==> src/rtl/descram_pkg.sv <==
// Shared types and the 802.11a LFSR step (x^7 + x^4 + 1) for the parallel descrambler.
package descram_pkg;

    localparam int LFSR_LEN = 7;
    localparam int TAP_HI   = 6;
    localparam int TAP_LO   = 3;
    localparam int MAX_DW   = 16;

    typedef enum logic [1:0] {
        IDLE,
        RECOVER,
        RUN
    } state_t;

    typedef struct packed {
        logic [LFSR_LEN-1:0] state;
        logic [MAX_DW-1:0]   dout;
    } step_t;

    // Advance the LFSR over the first n bits of din (bit 0 earliest); bits above n pass through.
    function automatic step_t lfsr_step_n(input logic [LFSR_LEN-1:0] state,
                                          input logic [MAX_DW-1:0]   din,
                                          input int                  n);
        step_t r;
        logic  fb;
        r.state = state;
        r.dout  = din;
        for (int i = 0; i < MAX_DW; i++) begin
            if (i < n) begin
                fb        = r.state[TAP_HI] ^ r.state[TAP_LO];
                r.dout[i] = din[i] ^ fb;
                r.state   = {r.state[LFSR_LEN-2:0], fb};
            end
        end
        return r;
    endfunction

endpackage

==> src/rtl/descram_lfsr_unroll.sv <==
// Combinational DW-bit unrolled descrambler step; switches from seed recovery to
// descrambling mid-beat once seven seed bits have been shifted in.
module descram_lfsr_unroll
    import descram_pkg::*;
#(
    parameter int DW = 8
) (
    input  logic [LFSR_LEN-1:0] state_in,
    input  state_t              mode_in,
    input  logic [2:0]          rec_cnt_in,
    input  logic [DW-1:0]       din,
    output logic [LFSR_LEN-1:0] state_out,
    output state_t              mode_out,
    output logic [2:0]          rec_cnt_out,
    output logic [LFSR_LEN-1:0] seed_rec,
    output logic                seed_done,
    output logic [DW-1:0]       dout
);

    step_t step;

    always_comb begin
        state_out   = state_in;
        mode_out    = mode_in;
        rec_cnt_out = rec_cnt_in;
        seed_rec    = state_in;
        seed_done   = 1'b0;
        dout        = din;
        step        = '0;
        // NOTE: blocking updates chain the bits, so bit i sees the state left by bit i-1.
        for (int i = 0; i < DW; i++) begin
            case (mode_out)
                RECOVER: begin
                    state_out   = {state_out[LFSR_LEN-2:0], din[i]};
                    dout[i]     = 1'b0;
                    rec_cnt_out = rec_cnt_out + 3'd1;
                    if (rec_cnt_out == 3'd7) begin
                        mode_out  = RUN;
                        seed_rec  = state_out;
                        seed_done = 1'b1;
                    end
                end
                RUN: begin
                    step      = lfsr_step_n(state_out, MAX_DW'(din[i]), 1);
                    state_out = step.state;
                    dout[i]   = step.dout[0];
                end
                default: ;
            endcase
        end
    end

endmodule

==> src/rtl/descrambler_par.sv <==
// Parallel 802.11a descrambler: DW bits per beat, fixed or recovered seed,
// registered AXI-Stream output with symbol framing and alignment error reporting.
module descrambler_par
    import descram_pkg::*;
#(
    parameter int                  DW          = 8,
    parameter int                  N_SYMB_BITS = 96,
    parameter int                  START_SYMB  = 3,
    parameter int                  SEED_MODE   = 0,
    parameter logic [LFSR_LEN-1:0] SEED        = 7'b1011101
) (
    input  logic                clk,
    input  logic                rst,
    input  logic [DW-1:0]       s_tdata,
    input  logic                s_tvalid,
    output logic                s_tready,
    input  logic                s_tlast,
    input  logic [7:0]          s_symb_cnt,
    output logic [DW-1:0]       m_tdata,
    output logic                m_tvalid,
    input  logic                m_tready,
    output logic                m_tlast,
    output logic [7:0]          m_symb_cnt,
    output logic                m_symb_last,
    output logic [LFSR_LEN-1:0] seed_out,
    output logic                seed_vld,
    output logic                err_align
);

    localparam int            CW      = $clog2(N_SYMB_BITS + 1);
    localparam logic [CW-1:0] DW_C    = CW'(DW);
    localparam logic [CW-1:0] N_C     = CW'(N_SYMB_BITS);
    localparam logic [7:0]    START_C = 8'(START_SYMB);

    state_t              state_q, state_d, mode_in, mode_out;
    logic [LFSR_LEN-1:0] lfsr_q, lfsr_in, lfsr_out, seed_rec;
    logic [2:0]          rec_cnt_q, rec_cnt_in, rec_cnt_out;
    logic                seed_done;
    logic [DW-1:0]       dout;
    logic [CW-1:0]       bit_cnt_q, bit_cnt_d, bit_base;
    logic [7:0]          prev_symb_q;
    logic                accept, start, restart, counted, misalign, symb_last;

    assign s_tready = !rst && (!m_tvalid || m_tready);
    assign accept   = s_tvalid && s_tready;

    // A START_SYMB beat opens a frame from IDLE, or re-opens one when it follows another symbol.
    assign start    = accept && (s_symb_cnt == START_C) &&
                      (state_q == IDLE || prev_symb_q != START_C);
    assign restart  = start && (state_q != IDLE);

    descram_lfsr_unroll #(.DW(DW)) u_unroll (
        .state_in    (lfsr_in),
        .mode_in     (mode_in),
        .rec_cnt_in  (rec_cnt_in),
        .din         (s_tdata),
        .state_out   (lfsr_out),
        .mode_out    (mode_out),
        .rec_cnt_out (rec_cnt_out),
        .seed_rec    (seed_rec),
        .seed_done   (seed_done),
        .dout        (dout)
    );

    always_ff @(posedge clk) begin
        if (rst) state_q <= IDLE;
        else     state_q <= state_d;
    end

    always_comb begin
        state_d = state_q;
        if (accept) state_d = s_tlast ? IDLE : mode_out;
    end

    // NOTE: each comb output gets a default first, so no path can infer a latch.
    always_comb begin
        mode_in    = state_q;
        lfsr_in    = lfsr_q;
        rec_cnt_in = rec_cnt_q;
        if (start) begin
            rec_cnt_in = '0;
            if (SEED_MODE != 0) begin
                mode_in = RECOVER;
            end else begin
                mode_in = RUN;
                lfsr_in = SEED;
            end
        end
    end

    always_comb begin
        counted   = s_symb_cnt >= START_C;
        misalign  = (s_symb_cnt != prev_symb_q) && (bit_cnt_q != '0);
        bit_base  = misalign ? '0 : bit_cnt_q;
        symb_last = counted && (bit_base + DW_C == N_C);
        bit_cnt_d = (s_tlast || !counted || symb_last) ? '0 : bit_base + DW_C;
    end

    // NOTE: non-blocking assignments for all registered state.
    always_ff @(posedge clk) begin
        if (rst) begin
            lfsr_q      <= SEED;
            rec_cnt_q   <= '0;
            bit_cnt_q   <= '0;
            prev_symb_q <= '0;
            seed_out    <= '0;
            seed_vld    <= 1'b0;
            err_align   <= 1'b0;
            m_tdata     <= '0;
            m_tvalid    <= 1'b0;
            m_tlast     <= 1'b0;
            m_symb_cnt  <= '0;
            m_symb_last <= 1'b0;
        end else begin
            err_align <= accept && (misalign || restart);
            if (accept) begin
                lfsr_q      <= lfsr_out;
                rec_cnt_q   <= rec_cnt_out;
                bit_cnt_q   <= bit_cnt_d;
                prev_symb_q <= s_symb_cnt;
                m_tdata     <= dout;
                m_tvalid    <= 1'b1;
                m_tlast     <= s_tlast;
                m_symb_cnt  <= s_symb_cnt;
                m_symb_last <= symb_last;
                if (s_tlast) begin
                    seed_vld <= 1'b0;
                end else if (seed_done) begin
                    seed_out <= seed_rec;
                    seed_vld <= 1'b1;
                end else if (start) begin
                    seed_vld <= (SEED_MODE == 0);
                    if (SEED_MODE == 0) seed_out <= SEED;
                end
            end else if (m_tready) begin
                m_tvalid <= 1'b0;
            end
        end
    end

endmodule

==> config.mk <==
export PLATFORM = sky130hd
export DESIGN_NAME = descrambler_par
export DESIGN_NICKNAME = d
export VERILOG_FILES = /design/src/rtl/descram_pkg.sv /design/src/rtl/descram_lfsr_unroll.sv /design/src/rtl/descrambler_par.sv
export SDC_FILE = /design/constraint.sdc
export NUM_CORES = 1
export LEC_CHECK = 0
export ABC_AREA = 1
export BUFFER_PORTS_ARGS = -buffer_cell sky130_fd_sc_hd__buf_4
export CAP_MARGIN = 25
export CORE_UTILIZATION = 45
export CTS_CLUSTER_SIZE = 30
export DETAILED_ROUTE_END_ITERATION = 6
export PLACE_DENSITY = 0.66
export SLEW_MARGIN = 10
export SYNTH_ARGS = -nofsm -noshare
export SYNTH_HDL_FRONTEND = slang
export SYNTH_HIERARCHICAL = 1
export SYNTH_SLANG_ARGS = --single-unit
==> constraint.sdc <==
create_clock -name clk -period 8.45 [get_ports clk]
set_input_delay 1.2675 -clock clk [delete_from_list [all_inputs] [get_ports clk]]
set_output_delay 1.2675 -clock clk [all_outputs]
set_load 0.01 [all_outputs]
* Yosys cells after proc, flatten, opt, wreduce, memory -nomap -nowiden *
Index checks and enable logic that the tools add are counted.

word-level totals
  bits in registers = 47
  output and inout port bits = 29
  word-level logic and storage cells = 176

operators by class
  $add $sub $neg = 9
  $lt $le $gt $ge = 1
  equality and inequality tests = 28
  mux-type cells = 85
  bitwise gates (word level) = 17
  reductions and logical operators = 24

operator list
  kind                                                               number
  2-to-1 mux 7 bit                                                   21
  one-hot mux 7 bit (2 select lines)                                 8
  2-to-1 mux 2 bit                                                   18
  2-to-1 mux 3 bit                                                   9
  adder 3 x 1 -> 3 bit, second input constant                        8
  == test 3 bit, second input constant                               8
  2-to-1 mux 1 bit                                                   21
  == test 2 x 1 -> 1 bit, second input constant                      8
  == test 2 bit, second input constant                               8
  one-hot mux 1 bit (2 select lines)                                 8
  bitwise XOR 1 bit                                                  16
  == test 8 x 2 -> 1 bit, second input constant                      1
  greater-or-equal comparator 8 x 2 -> 1 bit, second input constant  1
  logical AND 1 bit                                                  8
  inequality test 8 x 2 -> 1 bit, second input constant              1
  inequality test 8 bit                                              1
  adder 7 x 4 -> 7 bit, second input constant                        1
  == test 7 bit, second input constant                               1
  nonzero test 7 bit                                                 1
  nonzero test 2 bit                                                 3
  logical OR 1 bit                                                   5
  zero test 1 bit                                                    3
  AND reduction 3 bit                                                1
  nonzero test 3 bit                                                 1
  other kinds (3)                                                    3

* Depth between registers and ports, before layout *
Gate-level depths: netlist of run 1.

  word-level depth = 33
  mapped depth = 59
  mapped depth without buffers = 57

* Modules after synthesis *
Netlist of run 1, hierarchy kept.

modules (own cells, without submodules)
  module               times used  cells an instance  area an instance (sq um)  seq. area each (sq um)
  descram_lfsr_unroll  1           552                3113.0                    0.0
  descrambler_par      1           336                2245.9                    940.9

* Worst setup path after synthesis of run 1 *
Ideal clock, no wire load.

  path type = input port to flip-flop
  from = input port m_tready
  to = register seed_out[1]
  setup time = 0.072 ns
  arrival time = 8.381 ns
  path slack = -0.003 ns
  cell stages on the path = 58
  cells stage by stage = inv_1 > a21oi_2 > nand2_2 > nor3_2 > nand2_2 > inv_1 > nor2_1 > ha_1 > inv_1 > nand2_1 > nand3_2 > inv_1 > nand2_1 > nand2_1 > inv_1 > ha_1 > nand4_2 > nand2_1 > (+22 left out) > nand2_1 > inv_1 > ha_1 > nand4_4 > inv_2 > nor2_1 > ha_1 > nand2_1 > clkinv_1 > nand3_4 > nand2_2 > inv_1 > nand2_1 > nand2_2 > nor2_8 > inv_2 > nand2_1 > a21oi_1

on the way
  cells in the longest elaborated chain, start to end = 32
  elaborated cells on any way between the ends = 109
  those cells by class = add/sub (8); eq/ne (23); mux (64); bitwise (7); reduce/logical (7)

RTL lines
  element                                                            line                                                  text
  from (decl)                                                        descrambler_par.sv:21                                 input logic m_tready,
  logical OR 1 bit *                                                 descrambler_par.sv:44                                 assign s_tready = !rst && (!m_tvalid || m_tready);
  logical AND 1 bit *                                                descrambler_par.sv:44
  via s_tready                                                       descrambler_par.sv:16                                 output logic s_tready,
  logical AND 1 bit *                                                descrambler_par.sv:45                                 assign accept = s_tvalid && s_tready;
  logical AND 1 bit * (2 in a row)                                   descrambler_par.sv:48                                 assign start = accept && (s_symb_cnt == START_C) &&
  2-to-1 mux 3 bit *                                                 descrambler_par.sv:80                                 if (start) begin
  via rec_cnt_in[0]                                                  descrambler_par.sv:37                                 logic [2:0] rec_cnt_q, rec_cnt_in, rec_cnt_out;
  adder 3 x 1 -> 3 bit                                               descram_lfsr_unroll.sv:36                             rec_cnt_out = rec_cnt_out + 3'd1;
  (+18 left out)                                                     -
  2-to-1 mux 3 bit / == test 3 bit (equally long branches)           descram_lfsr_unroll.sv:32, descram_lfsr_unroll.sv:37
  adder 3 x 1 -> 3 bit, or another cell as far along                 descram_lfsr_unroll.sv:36
  == test 3 bit, or another cell as far along                        descram_lfsr_unroll.sv:37                             if (rec_cnt_out == 3'd7) begin
  2-to-1 mux 1 bit / == test 2 x 1 -> 1 bit (equally long branches)  descram_lfsr_unroll.sv:37, descram_lfsr_unroll.sv:32
  2-to-1 mux 1 bit *                                                 descram_lfsr_unroll.sv:32                             case (mode_out)
  via seed_done                                                      descrambler_par.sv:38                                 logic seed_done;
  nonzero test 2 bit (no line)                                       -
  AND reduction 3 bit (no line)                                      -
  to (signal assigned)                                               descrambler_par.sv:129                                seed_out <= seed_rec;
  to (decl)                                                          descrambler_par.sv:25                                 output logic [LFSR_LEN-1:0] seed_out,

The timed path passes the listed nets; every way through them passes the cells marked *.
A chain may end at the register's enable or synchronous reset.

* Final worst setup path of run 1 *
  from = input port s_symb_cnt[6]
  to = register seed_out[1]

on the way
  cells in the longest elaborated chain, start to end = 30
  elaborated cells on any way between the ends = 107
  those cells by class = add/sub (8); eq/ne (24); mux (64); bitwise (7); reduce/logical (4)

RTL lines
  element                                                            line                                                  text
  from (decl)                                                        descrambler_par.sv:18                                 input logic [7:0] s_symb_cnt,
  == test 8 x 2 -> 1 bit *                                           descrambler_par.sv:48
  logical AND 1 bit * (2 in a row)                                   descrambler_par.sv:48
  2-to-1 mux 3 bit *                                                 descrambler_par.sv:80
  via rec_cnt_in[0]                                                  descrambler_par.sv:37
  adder 3 x 1 -> 3 bit                                               descram_lfsr_unroll.sv:36
  == test 3 bit / 2-to-1 mux 3 bit (equally long branches)           descram_lfsr_unroll.sv:37, descram_lfsr_unroll.sv:32
  2-to-1 mux 2 bit / adder 3 x 1 -> 3 bit (equally long branches)    descram_lfsr_unroll.sv:37, descram_lfsr_unroll.sv:36
  2-to-1 mux 2 bit / == test 3 bit (equally long branches)           descram_lfsr_unroll.sv:32, descram_lfsr_unroll.sv:37
  (+15 left out)                                                     -
  2-to-1 mux 3 bit / == test 3 bit (equally long branches)           descram_lfsr_unroll.sv:32, descram_lfsr_unroll.sv:37
  adder 3 x 1 -> 3 bit, or another cell as far along                 descram_lfsr_unroll.sv:36
  == test 3 bit, or another cell as far along                        descram_lfsr_unroll.sv:37
  2-to-1 mux 1 bit / == test 2 x 1 -> 1 bit (equally long branches)  descram_lfsr_unroll.sv:37, descram_lfsr_unroll.sv:32
  2-to-1 mux 1 bit *                                                 descram_lfsr_unroll.sv:32
  via seed_done                                                      descrambler_par.sv:38
  nonzero test 2 bit (no line)                                       -
  AND reduction 3 bit (no line)                                      -

Marks and branches as above.

==> flow_summary.toml, run 1 <==
[place]
io_buffer_count = 49
dpl.hpwl_mm = 11.2
pre_cts_ws_ns = -0.281
finalWeightedCongestion = 0.914
placedCellCount = 1078

[power_and_ir_drop]
ir_worst_vdd_uv = 73.7
p_per_area_mw_per_mm2 = 155
p_leak_uw = 0.00315

[detailed_routing]
routedWlPerCell_um = 12.9
initialDrtViolationCount = 337
wirelength_mm = 14.1
viasPerCell = 5.20
first_pass_iters = 7
drcViolationCount = 14
vias = 5668
ant_nets = 0

[critical_path]
crit_path_max_fanout = 8
cp.required_ns = 8.67
cp_slowest_cell = "ha_1"
cp-start-kind = "input port"
endpoint_kind = "flop"
cp.arrival_ns = 7.97
slowest_delay_ns = 0.23
critPathBufInv = 18
timing.rr.start = "prev_symb_q[4]$_SDFFE_PP0P_"
r2r-end = "seed_out[1]$_SDFFE_PP0P_"
critPathKind = "input port to flop"
critPathTopFamily = "simple AND/OR/NAND/NOR gates"
critPathMostFrequentCell = "inv_1"
worstRegToRegCells = 56
rrSetupSlack_ns = 1.25

[hold_path]
hp-class = "flop to flop"
hold_end = "bit_cnt_q[2]$_SDFFE_PP0P_"
holdPathStages = 2
hp-start = "bit_cnt_q[2]$_SDFFE_PP0P_"

[global_routing]
grt_pass1_wl_mm = 23.4
antenna_found_initial = 0
grt_util_all_layers_pct = 22.8
first_global_vias = 5046
grt_max_degree = 57
grt_remaining_overflow = 0

[die]
io_pins = 50
fp.dieArea_mm2 = 0.0123
dieHeight_um = 111
initial_core_util_pct = 46.5
die_x_um = 111
row_count = 39
core-area_mm2 = 0.0115

[sta]
whs_ns = 0.444
fmax_ghz = 0.129
relSlewSlack_pct = 61.1
setup_tns_ns = 0
hold_violations = 0
clock_skew_ns = 0.00710
slew_violations = 0
fin_ws_ns = 0.704
setup_viol = 0
period_needed_ns = 7.75
layout_worst_path_cycle_share_pct = 91.7
tightest_slew_ns = 0.580

[final_layout]
post-route-util_pct = 54.1
area_delta_synth_final_pct = 16.3
drive_above_1_share_pct = 20.0
nNetsFinal = 1001
final_cells = 1091
num_antenna_cells = 0

[yosys]
synth_seq_cells = 47
avgSynthCellArea_um2 = 6.03
netlist_instances = 888
yosysWarnings = 6
synth-edff-count = 0
synth-async-reset-ratio_pct = 0
syn-num-nets = 941
ys_types = 49
syn_area_mm2 = 0.00536
ys_seq_area_share_pct = 17.6
synthFlopType = "dfxtp_1"

[cts]
cts-htree-levels = 2
clkTransAtPathRegs_ns = 0.07
numClockSinks = 47
clock_latency_ns = 0.29
cts_inserted_buffers = 5
clk_path_buf_depth = 2
clockRootBuffer = "clkbuf_16"
holdBufCountCts = 0
tritoncts = "yes"

[outcome]
status = "finished, violations left"
violations = "design-rule violations"

[flow_run]
max_cap_violations = 0
## cells in the mapped netlist (2+ instances only)
| cell | instances | share of area, % |
|---|---|---|
| nand2_1 | 269 | 19 |
| inv_1 | 124 | 8.7 |
| nand3_1 | 89 | 8.3 |
| dfxtp_1 | 47 | 18 |
| nor2_1 | 44 | 3.1 |
| o21ai_0 | 43 | 4.0 |
| ha_1 | 32 | 7.5 |
| a21oi_1 | 27 | 2.5 |
| o211ai_1 | 26 | 3.6 |
| o21ai_1 | 22 | 2.1 |
| nand2_2 | 18 | 2.1 |
| inv_2 | 17 | 1.2 |
| clkbuf_1 | 13 | 0.91 |
| nand3_2 | 13 | 2.4 |
| o22ai_1 | 12 | 1.4 |
| nand4_1 | 11 | 1.3 |
| a21oi_2 | 7 | 1.1 |
| buf_2 | 7 | 0.65 |
| xor2_1 | 7 | 1.1 |
| a31oi_1 | 5 | 0.58 |
| nand3_4 | 5 | 1.6 |
| xor2_2 | 5 | 1.5 |
| buf_6 | 3 | 0.63 |
| nand4_4 | 3 | 1.2 |
| a211oi_1 | 2 | 0.28 |
| buf_4 | 2 | 0.28 |
| clkinv_1 | 2 | 0.14 |
| inv_4 | 2 | 0.23 |
| nand2_4 | 2 | 0.42 |
| nor2_2 | 2 | 0.23 |
| nor3_1 | 2 | 0.19 |
| o21a_1 | 2 | 0.28 |
| o21ai_2 | 2 | 0.33 |
| o22ai_2 | 2 | 0.47 |
| o31ai_1 | 2 | 0.28 |
| or2_1 | 2 | 0.23 |
| or2_2 | 2 | 0.23 |
| xnor2_1 | 2 | 0.33 |
## worst max-delay path by stage
stage                        startpoint                        to  slack [ns]  depth (start not counted)
final                     s_symb_cnt[6]  seed_out[1]$_SDFFE_PP0P_        0.70                         58
after CTS                 s_symb_cnt[6]  seed_out[1]$_SDFFE_PP0P_        0.04                         54
after floorplan                m_tready  seed_out[1]$_SDFFE_PP0P_        0.04                         55
after global routing      s_symb_cnt[6]  seed_out[1]$_SDFFE_PP0P_       -0.04                         58
after detailed placement  s_symb_cnt[6]  seed_out[1]$_SDFFE_PP0P_       -0.28                         54
after global placement    s_symb_cnt[6]  seed_out[1]$_SDFFE_PP0P_       -0.10                         57
## cells in the final DEF (no fill, tap or decap), drive strengths merged, types with 3 or more instances in the layout
| master | instances |
|---|---|
| nand2 | 289 |
| inv | 143 |
| nand3 | 107 |
| buf | 79 |
| o21ai | 67 |
| nor2 | 48 |
| dfxtp | 47 |
| a21oi | 34 |
| ha | 32 |
| o211ai | 27 |
| nand4 | 15 |
| o22ai | 14 |
| xor2 | 12 |
| clkbuf | 5 |
| a31oi | 5 |
| or2 | 4 |
| nor3 | 3 |
| clkinv | 3 |
## routing by layer
| metal | share of wire [%] | vias to the layer above | global-route usage, % |
|---|---|---|---|
| li1 | - | 2999 | - |
| met3 | 3.8 | 15 | 2.52 |
| met4 | 1.3 | 0 | 4.95 |
| met1 | 48 | 2545 | 30.9 |
| met2 | 46 | 109 | 39.0 |
| met5 | 0 | - | 0 |
## kinds of logic (layout without fill, tap and decap cells)
logic type / count (synthesis) / after routing / synth area share, %
xor gates and xnor gates: 14 / 14 / 2.99
DFF: 47 / 47 / 17.6
AOI/OAI and AO/OA: 156 / 156 / 17.7
and+or+nand+nor: 468 / 468 / 41.4
buffers and inverters: 171 / 231 / 12.8
adders and majority gates: 32 / 32 / 7.47
## cell type report
class | instances | area (µm²)
flip-flops and latches | 47 | 941
inverters | 145 | 553
clock buffers | 5 | 125
fillers | 1242 | 5280
repair buffers | 79 | 613
clock inverters | 2 | 13.8
multi-input cells | 670 | 3810
well taps | 143 | 179
## power breakdown
group	total, µW	internal [µW]	leakage [µW]	switching (µW)
Sequential	247	238	0.000385	8.85
Combinational	528	189	0.00270	339
Clock	193	108	0.0000696	84.5
## repair_timing
| action | in CTS | in global routing |
|---|---|---|
| setup endpoints to repair | 7 | 21 |
| resized for setup | 1 | 21 |
| pin swaps | 0 | 4 |
| setup buffers | 0 | 5 |
| cloned | 0 | 0 |
## tightest hold or removal path: cells and delay by family (launching register included)
| kind | cells | cell delay (ns) |
|---|---|---|
| AND/OR/NAND/NOR | 1 | 0.06 |
| AO/OA/AOI/OAI | 1 | 0.04 |
| flip-flops | 1 | 0.31 |
## flip-flops by register name, indices dropped and copies added (netlist names)
| name | count |
|---|---|
| m_tlast | 1 |
| lfsr_q | 7 |
| seed_vld | 1 |
| err_align | 1 |
| state_q | 2 |
| rec_cnt_q | 3 |
| seed_out | 7 |
| m_tvalid | 1 |
| prev_symb_q | 8 |
| m_tdata | 8 |
| m_symb_last | 1 |
| bit_cnt_q | 7 |
## per-stage QoR
step	area, µm²	total power (µW)
6_report	6230	967
3_5_place_dp	5950	761
4_1_cts	6090	955
5_1_grt	6230	1050
2_1_floorplan	5360	637
3_3_place_gp	5950	760
Power figures use the tool's default switching activity.
==> run 2: changes to the inputs <==
Settings changed: ABC_AREA 1 to default.
==> run 2 against run 1 <==
Compared with the run above:
- the flow now finishes without violations
- setup slack got worse by 0.40 ns
- sequential cell count did not move
- wire length rose by 16%
- count of clock-buffer cells in the layout did not move
- power fell by 36%
- die area fell by 3.3%
- sequential power fell by 3%
- hold slack improved by 0.013 ns
- largest cell class unchanged
- highest routed layer unchanged
==> flow_summary.toml, run 2 <==
[final_layout]
layout_common_cells = "buf_4 (151), nand2_1 (104), o21ai_0 (50)"
final_common_cell = "buf_4"
reg_top3 = "m_tdata x8, prev_symb_q x8"
area_delta_synth_final_pct = 34.2
drive_above_1_share_pct = 34.4
num_antenna_cells = 0
nNetsFinal = 848
post-route-util_pct = 63.0
finalInstanceArea_mm2 = 0.00695

[detailed_routing]
drcViolationCount = 0
ant_nets = 0
first_pass_iters = 5
routedWlPerCell_um = 17.4
viasPerCell = 5.86
wirelength_mm = 16.3
initialDrtViolationCount = 377
vias = 5489

[sta]
clock_skew_ns = 0.00354
layout_worst_path_cycle_share_pct = 96.4
relSlewSlack_pct = 29.7
tightest_slew_ns = 1.04
period_needed_ns = 8.14
slew_violations = 0
hold_violations = 0
fin_ws_ns = 0.307
setup_viol = 0
fmax_ghz = 0.123
whs_ns = 0.457

[power_and_ir_drop]
fin_total_pwr_uw = 617
ir_worst_vdd_uv = 87.3
p_leak_uw = 0.00309
p_per_area_mw_per_mm2 = 88.8

[die]
io_pins = 50
initial_core_util_pct = 47.0
row_count = 38
fp.dieArea_mm2 = 0.0119
core-area_mm2 = 0.0110
dieHeight_um = 109
die_x_um = 109

[yosys]
ys_seq_area_share_pct = 18.2
syn-num-nets = 725
synth_top_area_share_pct = 18.2
synth-edff-count = 0
synth_top_area_cell = "dfxtp_1"
synth_seq_cells = 47
netlist_instances = 672
ys_types = 93
avgSynthCellArea_um2 = 7.71
yosysMostFrequentCell = "nand2_1"
yosysWarnings = 6
synthFlopType = "dfxtp_1"
synth.area.top_cells = "dfxtp_1 (18%), nand2_1 (7.8%), ha_1 (7.7%), o21ai_0 (5.2%), mux2i_1 (5.0%)"
synth.cells.most_frequent = "nand2_1 (108), o21ai_0 (54), dfxtp_1 (47)"
syn_area_mm2 = 0.00518
synth-async-reset-ratio_pct = 0

[global_routing]
grt_max_degree = 60
grt_util_all_layers_pct = 27.6
first_global_vias = 5138
grt_pass1_wl_mm = 25.6
antenna_found_initial = 0
grt_remaining_overflow = 0

[cts]
clk_path_buf_depth = 2
cts-htree-levels = 2
tritoncts = "yes"
clkTransAtPathRegs_ns = 0.06
clockRootBuffer = "clkbuf_16"
clock_latency_ns = 0.29
cts_inserted_buffers = 5
numClockSinks = 47
holdBufCountCts = 0

[critical_path]
cp.required_ns = 8.63
critPathBufInv = 8
timing.rr.start = "prev_symb_q[0]$_SDFFE_PP0P_"
slowest_delay_ns = 0.47
cp_slowest_cell = "or4_4"
cp.arrival_ns = 8.32
crit_path_max_fanout = 7
critPathKind = "input port to flop"
endpoint_kind = "flop"
critPathTopFamily = "simple AND/OR/NAND/NOR gates"
cp-start-kind = "input port"
critPathMostFrequentCell = "ha_4"
startpoint = "s_symb_cnt[7]"

[hold_path]
hp-class = "flop to flop"
hp-start = "m_symb_last$_SDFFE_PP0P_"

[place]
finalWeightedCongestion = 0.938
dpl.hpwl_mm = 12.5
placed_area_mm2 = 0.00656
pre_cts_ws_ns = -0.400
io_buffer_count = 49

[outcome]
status = "finished, final reports clean"

[flow_run]
max_cap_violations = 0
==> run 2: cell count changes in the layout (fill, tap and decap cells not counted), sizes merged, moves of 12 or more <==
cell and change:
nand2 -180, inv -109, nand3 -93, buf +74, mux2i +28, o211ai -24, and2 +16, mux2 +16
xnor2 +16, a22oi +12
==> run 2: cell families after synthesis <==
family | after synthesis | share of synthesized area [%]
AND/OR/NAND/NOR | 248 | 23.7
buffers and inverters | 72 | 5.85
AO/OA/AOI/OAI | 192 | 27.5
adder cells (fa/ha/maj) | 32 | 7.73
multiplexers | 44 | 9.18
XOR/XNOR | 37 | 7.87
flip-flops | 47 | 18.2
==> run 2: power by group <==
group	internal [µW]	total [µW]	leakage, µW	switching, µW
clock	140	228	0.0000838	88.4
combinational	65.2	149	0.00263	83.5
sequential	232	240	0.000384	8.35
total	437	617	0.00309	180
==> run 2: final timing paths <==
check | endpoint | slack [ns] | depth (start not counted)
worst min register to register | m_symb_last$_SDFFE_PP0P_ | 0.46 | 2
worst max register to register | seed_out[2]$_SDFFE_PP0P_ | 0.81 | 38
worst min-delay path | m_symb_last$_SDFFE_PP0P_ | 0.46 | 2
worst max-delay path | seed_out[2]$_SDFFE_PP0P_ | 0.31 | 42
==> run 2: per-stage QoR <==
| stage | TNS, ns | cells |
|---|---|---|
| 2_1_floorplan | -18.43 | 672 |
| 3_3_place_gp | -2.86 | 918 |
| 3_5_place_dp | -5.94 | 918 |
| 4_1_cts | 0 | 926 |
| 5_1_grt | -0.0128 | 936 |
| 6_report | 0 | 936 |
==> run 2: final cells by class <==
class / count / area, µm²
Tap cell: 140 / 175
Inverter: 34 / 130
Fill cell: 977 / 4080
Multi-Input combinational cell: 554 / 4370
Clock buffer: 5 / 125
Clock inverter: 3 / 43.8
Sequential cell: 47 / 941
Timing Repair Buffer: 153 / 1160
==> run 2: repair_timing <==
action,in CTS,in global routing
hold endpoints to repair,0,0
gates cloned,0,1
endpoints found under the setup margin,15,19
resized for setup,5,23
pin swaps,2,16
buffers inserted,0,8
==> run 2: metal layers <==
| layer | share of wire, % | track usage, % | wire length [µm] | vias to the layer above |
|---|---|---|---|---|
| li1 | - | - | - | 2680 |
| met1 | 45 | 38.0 | 7300 | 2583 |
| met2 | 47 | 44.0 | 7560 | 195 |
| met3 | 6.0 | 4.33 | 978 | 31 |
| met4 | 2.5 | 9.14 | 413 | 0 |
| met5 | 0 | 0 | 0 | - |
==> run 2: worst reg2reg max path, delay by kind of cell (launching register included) <==
| family | cells | cell delay (ns) |
|---|---|---|
| flip-flops | 1 | 0.40 |
| adder cells (fa/ha/maj) | 8 | 1.44 |
| XOR/XNOR | 2 | 0.43 |
| AND/OR/NAND/NOR | 13 | 2.67 |
| buffers and inverters | 6 | 0.54 |
| AO/OA/AOI/OAI | 4 | 0.77 |
| multiplexers | 5 | 1.29 |
